==> src/rtl/vjtag_cmd_xfer_pkg.sv <==
// Package: vjtag_xfer_pkg
// Shared definitions for the vJTAG command front end:
//  - command code helpers (write / readback / status)
//  - status register field positions
//  - command kind and transfer state enums
package vjtag_xfer_pkg;

  localparam int STAT_BUSY_BIT = 0;
  localparam int STAT_DROP_LSB = 8;
  localparam int DROP_W        = 8;

  typedef enum logic [1:0] {CMD_WR, CMD_RD, CMD_STAT, CMD_BYP} cmd_kind_t;

  // Transfer state is never stored; it is derived from req vs synced ack.
  typedef enum logic {ST_IDLE, ST_PEND} xfer_state_t;

  function automatic int unsigned wr_code(int unsigned i);
    return i;
  endfunction

  function automatic int unsigned rd_code(int unsigned i, int unsigned ch_cnt = 7);
    return ch_cnt + i;
  endfunction

  function automatic int unsigned stat_code(int unsigned ch_cnt = 7);
    return 2 * ch_cnt;
  endfunction

  // Channel index width; never zero so a single channel still has a port.
  function automatic int ch_width(int ch_cnt);
    return (ch_cnt > 1) ? $clog2(ch_cnt) : 1;
  endfunction

endpackage

==> src/rtl/vjtag_cmd_xfer_if.sv <==
// Interface: vjtag_cmd_xfer_if
// Write hand-off bundle between the TCK-domain front end (master) and the
// system-clock receiver (slave).
//  wr_req_tgl_o  toggles once per accepted write
//  wr_ch_o       channel of the pending write
//  wr_data_o     payload of the pending write
//  busy_o        write pending
//  wr_ack_tgl_i  ack toggle returned by the receiver
interface vjtag_cmd_xfer_if
  import vjtag_xfer_pkg::*;
#(
  parameter int DATA_W = 32,
  parameter int CH_CNT = 7
) ();

  localparam int CH_W = ch_width(CH_CNT);

  logic              wr_req_tgl_o;
  logic [CH_W-1:0]   wr_ch_o;
  logic [DATA_W-1:0] wr_data_o;
  logic              busy_o;
  logic              wr_ack_tgl_i;

  modport master (
    output wr_req_tgl_o, wr_ch_o, wr_data_o, busy_o,
    input  wr_ack_tgl_i
  );

  modport slave (
    input  wr_req_tgl_o, wr_ch_o, wr_data_o, busy_o,
    output wr_ack_tgl_i
  );

endinterface

==> src/rtl/vjtag_cmd_xfer_bit_sync.sv <==
// Module: bit_sync
// Asynchronous-reset flop chain bringing a single-bit signal into jclk.
//  jclk   in  destination clock
//  rst_i  in  async active-high reset, clears the chain
//  d_i    in  asynchronous input
//  q_o    out synchronised output, SYNC_D jclk later
module bit_sync #(
  parameter int SYNC_D = 2
) (
  input  logic jclk,
  input  logic rst_i,
  input  logic d_i,
  output logic q_o
);

  logic [SYNC_D-1:0] chain_q;

  always_ff @(posedge jclk or posedge rst_i) begin
    if (rst_i) chain_q <= '0;
    else       chain_q <= {chain_q[SYNC_D-2:0], d_i};
  end

  assign q_o = chain_q[SYNC_D-1];

endmodule

==> src/rtl/vjtag_cmd_xfer.sv <==
// Module: vjtag_cmd_xfer
// vJTAG command front end in the TCK domain. Decodes IR into CH_CNT write
// channels, CH_CNT readback channels and a status register, shifts DR data
// LSB first, and hands each completed write to the system domain with a
// toggle req/ack handshake. Writes arriving while one is pending are
// dropped and counted (saturating).
//  jclk, rst_i          TCK and async active-high reset
//  tdi_i, tdo_o         vJTAG serial data
//  ir_in_i              vJTAG IR
//  cdr_i, sdr_i, udr_i  virtual capture / shift / update DR states
//  rd_data_i            readback words, channel i at [i*DATA_W +: DATA_W]
//  xfer                 write hand-off bundle (master side)
module vjtag_cmd_xfer
  import vjtag_xfer_pkg::*;
#(
  parameter int IR_W   = 4,
  parameter int DATA_W = 32,
  parameter int CH_CNT = 7,
  parameter int SYNC_D = 2
) (
  input  logic                     jclk,
  input  logic                     rst_i,
  input  logic                     tdi_i,
  output logic                     tdo_o,
  input  logic [IR_W-1:0]          ir_in_i,
  input  logic                     cdr_i,
  input  logic                     sdr_i,
  input  logic                     udr_i,
  input  logic [CH_CNT*DATA_W-1:0] rd_data_i,
  vjtag_cmd_xfer_if.master         xfer
);

  localparam int CH_W = ch_width(CH_CNT);

  logic [DATA_W-1:0] sr_q, sr_d;
  logic [DATA_W-1:0] data_q, data_d;
  logic [CH_W-1:0]   ch_q, ch_d;
  logic [DROP_W-1:0] drop_q, drop_d;
  logic              req_q, req_d;
  logic              udr_q;
  logic              ack_s;
  logic              pend;
  logic              udr_rise;
  xfer_state_t       state;
  cmd_kind_t         cmd_kind;
  logic [CH_W-1:0]   cmd_ch;
  logic [DATA_W-1:0] stat_word;

  bit_sync #(.SYNC_D(SYNC_D)) u_ack_sync (
    .jclk  (jclk),
    .rst_i (rst_i),
    .d_i   (xfer.wr_ack_tgl_i),
    .q_o   (ack_s)
  );

  assign pend     = req_q ^ ack_s;
  assign state    = pend ? ST_PEND : ST_IDLE;
  assign udr_rise = udr_i & ~udr_q;

  always_comb begin
    cmd_kind = CMD_BYP;
    cmd_ch   = '0;
    for (int i = 0; i < CH_CNT; i++) begin
      if (ir_in_i == IR_W'(wr_code(i))) begin
        cmd_kind = CMD_WR;
        cmd_ch   = CH_W'(i);
      end
      if (ir_in_i == IR_W'(rd_code(i, CH_CNT))) begin
        cmd_kind = CMD_RD;
        cmd_ch   = CH_W'(i);
      end
    end
    if (ir_in_i == IR_W'(stat_code(CH_CNT))) cmd_kind = CMD_STAT;
  end

  always_comb begin
    stat_word                              = '0;
    stat_word[STAT_DROP_LSB +: DROP_W]     = drop_q;
    stat_word[STAT_BUSY_BIT]               = pend;
  end

  // Next-state logic: capture/shift of the DR, and on a UDR rising edge
  // either launch a write (idle), count a drop (pending) or clear the
  // drop counter (STAT).
  always_comb begin
    sr_d   = sr_q;
    data_d = data_q;
    ch_d   = ch_q;
    drop_d = drop_q;
    req_d  = req_q;

    if (cdr_i) begin
      case (cmd_kind)
        CMD_RD:   sr_d = rd_data_i[int'(cmd_ch)*DATA_W +: DATA_W];
        CMD_STAT: sr_d = stat_word;
        default:  sr_d = sr_q;
      endcase
    end else if (sdr_i && cmd_kind != CMD_BYP) begin
      sr_d = {tdi_i, sr_q[DATA_W-1:1]};
    end

    if (udr_rise) begin
      case (cmd_kind)
        CMD_WR: begin
          if (state == ST_IDLE) begin
            ch_d   = cmd_ch;
            data_d = sr_q;
            req_d  = ~req_q;
          end else if (drop_q != '1) begin
            drop_d = drop_q + DROP_W'(1);
          end
        end
        CMD_STAT: drop_d = '0;
        default:  drop_d = drop_q;
      endcase
    end
  end

  always_ff @(posedge jclk or posedge rst_i) begin
    if (rst_i) begin
      sr_q   <= '0;
      data_q <= '0;
      ch_q   <= '0;
      drop_q <= '0;
      req_q  <= 1'b0;
      udr_q  <= 1'b0;
    end else begin
      sr_q   <= sr_d;
      data_q <= data_d;
      ch_q   <= ch_d;
      drop_q <= drop_d;
      req_q  <= req_d;
      udr_q  <= udr_i;
    end
  end

  // Reset forces the bypass path so the scan chain stays transparent.
  assign tdo_o = (!rst_i && cmd_kind != CMD_BYP) ? sr_q[0] : tdi_i;

  assign xfer.wr_req_tgl_o = req_q;
  assign xfer.wr_ch_o      = ch_q;
  assign xfer.wr_data_o    = data_q;
  assign xfer.busy_o       = pend;

endmodule

==> src/flat_wrapper.sv <==
// flat-port wrapper written by rule: the top's interface ports become plain ports
module vjtag_cmd_xfer_flat import vjtag_xfer_pkg::*;
#(
  parameter int IR_W   = 4,
  parameter int DATA_W = 32,
  parameter int CH_CNT = 7,
  parameter int SYNC_D = 2
)
  (jclk, rst_i, tdi_i, tdo_o, ir_in_i, cdr_i, sdr_i, udr_i, rd_data_i, xfer_wr_req_tgl_o, xfer_wr_ch_o, xfer_wr_data_o, xfer_busy_o, xfer_wr_ack_tgl_i);
  vjtag_cmd_xfer_if #(.DATA_W(DATA_W), .CH_CNT(CH_CNT)) xfer_i ();
  input  logic jclk;
  input  logic rst_i;
  input  logic tdi_i;
  output logic tdo_o;
  input  logic [IR_W-1:0] ir_in_i;
  input  logic cdr_i;
  input  logic sdr_i;
  input  logic udr_i;
  input  logic [CH_CNT*DATA_W-1:0] rd_data_i;
  output wire logic [$bits(xfer_i.wr_req_tgl_o)-1:0] xfer_wr_req_tgl_o;
  output wire logic [$bits(xfer_i.wr_ch_o)-1:0] xfer_wr_ch_o;
  output wire logic [$bits(xfer_i.wr_data_o)-1:0] xfer_wr_data_o;
  output wire logic [$bits(xfer_i.busy_o)-1:0] xfer_busy_o;
  input wire logic [$bits(xfer_i.wr_ack_tgl_i)-1:0] xfer_wr_ack_tgl_i;
  assign xfer_wr_req_tgl_o = xfer_i.wr_req_tgl_o;
  assign xfer_wr_ch_o = xfer_i.wr_ch_o;
  assign xfer_wr_data_o = xfer_i.wr_data_o;
  assign xfer_busy_o = xfer_i.busy_o;
  assign xfer_i.wr_ack_tgl_i = xfer_wr_ack_tgl_i;
  vjtag_cmd_xfer #(.IR_W(IR_W), .DATA_W(DATA_W), .CH_CNT(CH_CNT), .SYNC_D(SYNC_D)) u_core (.jclk(jclk), .rst_i(rst_i), .tdi_i(tdi_i), .tdo_o(tdo_o), .ir_in_i(ir_in_i), .cdr_i(cdr_i), .sdr_i(sdr_i), .udr_i(udr_i), .rd_data_i(rd_data_i), .xfer(xfer_i));
endmodule
==> config.mk <==
export PLATFORM = sky130hd
export DESIGN_NAME = vjtag_cmd_xfer_flat
export DESIGN_NICKNAME = d
export VERILOG_FILES = /design/src/rtl/vjtag_cmd_xfer_pkg.sv /design/src/rtl/vjtag_cmd_xfer_if.sv /design/src/rtl/vjtag_cmd_xfer_bit_sync.sv /design/src/rtl/vjtag_cmd_xfer.sv /design/src/flat_wrapper.sv
export SDC_FILE = /design/constraint.sdc
export NUM_CORES = 1
export LEC_CHECK = 0
export CORE_UTILIZATION = 47
export CTS_BUF_LIST = sky130_fd_sc_hd__clkbuf_8
export CTS_CLUSTER_DIAMETER = 120
export DETAILED_ROUTE_END_ITERATION = 6
export PLACE_DENSITY = 0.88
export SLEW_MARGIN = 5
export SYNTH_ARGS = -nofsm -noshare
export SYNTH_HDL_FRONTEND = slang
export SYNTH_SLANG_ARGS = --single-unit
==> constraint.sdc <==
create_clock -name jclk -period 6 [get_ports jclk]
set_input_delay 0.6 -clock jclk [delete_from_list [all_inputs] [get_ports jclk]]
set_output_delay 0.6 -clock jclk [all_outputs]
set_load 0.02 [all_outputs]
==> metrics.md <==
| Metric | Value |
|---|---|
| CTS-repair resized insts | 0 |
| Critical Path RT | 5400 ps |
| Clock buffer depth | 2 |
| Status | finished, violations left |
| Tcrit/Tclk final | 0.514 |
| Number of synthesis warnings | 0 |
| Slowest CP cell | clkdlybuf4s50_1 |
| Multiplexer share of the synthesized area | 0.0544 |
| Initial Utilization | 0.486 |
| Maximum vdd drop | 0.160 mV |
| Critical Path End Type | output pin |
| FF+latch count, synth | 79 |
| Net Count, Synth | 985 |
| Failing checks | DRC |
| DRT antenna net count | 0 |
| EDFF count, synth | 0 |
| Simple-gate portion of the synthesized area | 0.198 |
| TritonCTS clock tree | built |
| CTS Root Cell | clkbuf_8 |
| Critical setup path kind | in2out |
| Die height | 117 µm |
| Buf/Inv on CP | 2 |
| # hold bufs at CTS | 0 |
| Fill count | 1047 |
| CP max FO | 35 |
| Cell leakage power | 3.56 nW |
| Synthesized area per cell | 8.26 µm² |
| Drt total wl | 24.1 mm |
| Yosys cell types | 57 |
| Max Clock Skew | 16.4 ps |
| GP Congestion | 0.945 |
| Htree depth | 3 |
| Core Footprint | 12700 µm² |
| Crit start category | input port |
| HPWL after DPL | 17.5 mm |
| RSZ-0062 raised after global routing | false |
| Clk slew on worst S/H paths | 80 ps |
| Vias in the first global route | 6621 |
| Die Area | 13600 µm² |
| Port Buffer Count | 272 |
| Gr usage total | 0.349 |
| Core Util, Final | 0.711 |
| Max-slew violation count | 0 |
| Clock Latency Late Sink | 360 ps |
| Xor/xnor share of the synthesized area | 0.0109 |
| DR WL/cell | 21.0 µm |
| Io pins | 273 |
| Vias | 7155 |
| Avg Vias per Cell | 6.23 |
| Core Rows | 41 |
| Initial drt markers | 840 |
| Yosys top cell area share | 0.320 |
| TritonCTS buffer count | 9 |
| Synth Instances | 749 |
| First-pass GRT wire length | 35.6 mm |
| Maxcap violations | 0 |
| Final Critical Period | 3090 ps |
| Die Wd | 117 µm |
| Layout area overhead | 46.3% |
| DRT Pass-1 Iters | 7 |
| CP arrival | 2490 ps |
| Num Clock Sinks | 79 |
| Endpoints failing setup | 0 |
| Worst path cell trace | buf_2, and4_1, nor2_1, mux2_2, clkdlybuf4s50_1 |
| Share of layout cells above drive strength 1 | 0.0943 |
| Cell Area, Synth | 6190 µm² |
| Pwr dens | 263 nW/µm² |
| Commonest cells post-synth | dfrtp_1 (79), a21oi_1 (76), o21ai_0 (59), nor2_1 (55), nand2_1 (49) |
| Async S/R FF share, synth | 1.00 |
| Fmax | 324 MHz |
| Compound-Gate Fraction of Synth Area | 0.337 |
| Dominant cell by count in the synthesized netlist | dfrtp_1 |
| Largest area contributor in the netlist | dfrtp_1 |
| Final hold violation count | 0 |
| Post-CTS Setup Repair Bufs | 0 |
| Initial antenna violation count | 0 |
| Largest family of logic cells by synthesized area | compound AO/OA/AOI/OAI gates |
| Slew HR | 0.112 |
| Final nets | 1207 |
| Final TNS setup | 0 ps |
| Worst slew pin tran | 1330 ps |
| Grt total ovfl | 0 |
| Top_reg_cell synth | dfrtp_1 |
| Worst hold path type | reg2reg |
| Family with the most delay on the worst path | buffers and inverters |
| Largest cells by area after synthesis | dfrtp_1 (32%), a21oi_1 (6.1%), mux2_2 (5.3%) |
| Post-Synth Adder-Cell Area | 0.0117 |
| Sequential share of the synthesized area | 0.320 |
| DRC | 1 |
| Largest net degree at the start of global routing | 80 |
| Max stage delay on crit path | 590 ps |
-- state kept, by name (all words and copies together) (netlist names) --
signal                     cells
u_core.xfer.wr_data_o         32
u_core.xfer.wr_req_tgl_o       1
u_core.drop_q                  8
u_core.xfer.wr_ch_o            3
u_core.u_ack_sync.chain_q      2
u_core.sr_q                   32
u_core.udr_q                   1
-- per-stage QoR --
stage	worst slack (ps)	power [mW]	cell area [µm²]	hold slack, ps	std cells
2_1_floorplan	3380	1.38	6190	331	749
3_3_place_gp	2720	1.91	8840	335	1132
3_5_place_dp	2610	1.94	8840	350	1132
4_1_cts	2940	2.37	9050	365	1148
5_1_grt	2760	2.49	9050	368	1148
6_report	2910	2.38	9050	364	1149
-- report_power, final --
group          switching (mW)  internal [mW]  total [mW]
sequential              0.120          0.707       0.827
clock                   0.207          0.231       0.439
combinational           0.551          0.561        1.11
total                   0.879           1.50        2.38
-- final cells by class --
cell class / count / area (µm²) / share of cell area
Multi-Input combinational cell: 579 / 3790 / 0.419
Timing Repair Buffer: 282 / 2780 / 0.307
Sequential cell: 79 / 1980 / 0.218
Tap cell: 172 / 215 / 0.0238
Clock buffer: 9 / 124 / 0.0137
Clock inverter: 7 / 88.8 / 0.00981
Inverter: 20 / 76.3 / 0.00843
Antenna cell: 1 / 2.50 / 0.000276
-- layout by cell type, fill, tap and decap left out, types with 3 or more instances in the layout --
cell type,instances
clkdlybuf4s50_1,268
dfrtp_1,79
a21oi_1,76
o21ai_0,59
nor2_1,55
nand2_1,49
o22ai_1,34
nor2b_1,33
and3_1,30
a211oi_1,29
mux2_2,29
nand2b_1,26
a2bb2oi_1,24
inv_1,19
o41ai_2,17
a31oi_1,17
nor3_1,13
nand3_1,12
o41ai_1,10
buf_4,10
clkbuf_8,9
maj3_1,6
a211o_1,5
a2111oi_0,5
xnor2_1,4
a22oi_1,4
buf_2,4
o21ai_1,3
nand4_1,3
clkinv_2,3
nand3b_1,3
o21a_1,3
-- routing by layer --
metal  track usage  vias up  wire length [µm]
li1              -     3221                 -
met1         0.459     3365              9650
met2         0.559      500             11200
met3        0.0633       69              2390
met4         0.160        0               860
met5             0        -                 0
-- path summary, 6_finish.rpt --
kind | from | endpoint | slack (ps) | cells past startpoint
min | u_core.u_ack_sync.chain_q[0] | u_core.u_ack_sync.chain_q[1] | 360 | 0
min in group asynchronous | rst_i | u_core.xfer.wr_data_o[0] | 930 | 3
max | ir_in_i[3] | tdo_o | 2910 | 5
max in group asynchronous | rst_i | u_core.xfer.wr_data_o[26] | 4410 | 3
min reg2reg | u_core.u_ack_sync.chain_q[0] | u_core.u_ack_sync.chain_q[1] | 360 | 0
max reg2reg | u_core.xfer.wr_req_tgl_o | u_core.xfer.wr_data_o[12] | 3560 | 3
-- logic make-up (layout without fill, tap and decap cells) --
logic type | after synthesis | after routing
adder cells (fa/ha/maj) | 7 | 7
AND/OR/NAND/NOR | 239 | 239
XOR/XNOR | 6 | 6
other | 0 | 1
AO/OA/AOI/OAI | 297 | 297
multiplexers | 30 | 30
buffers and inverters | 91 | 318
flip-flops | 79 | 79
(Power assumes the default switching activity.)
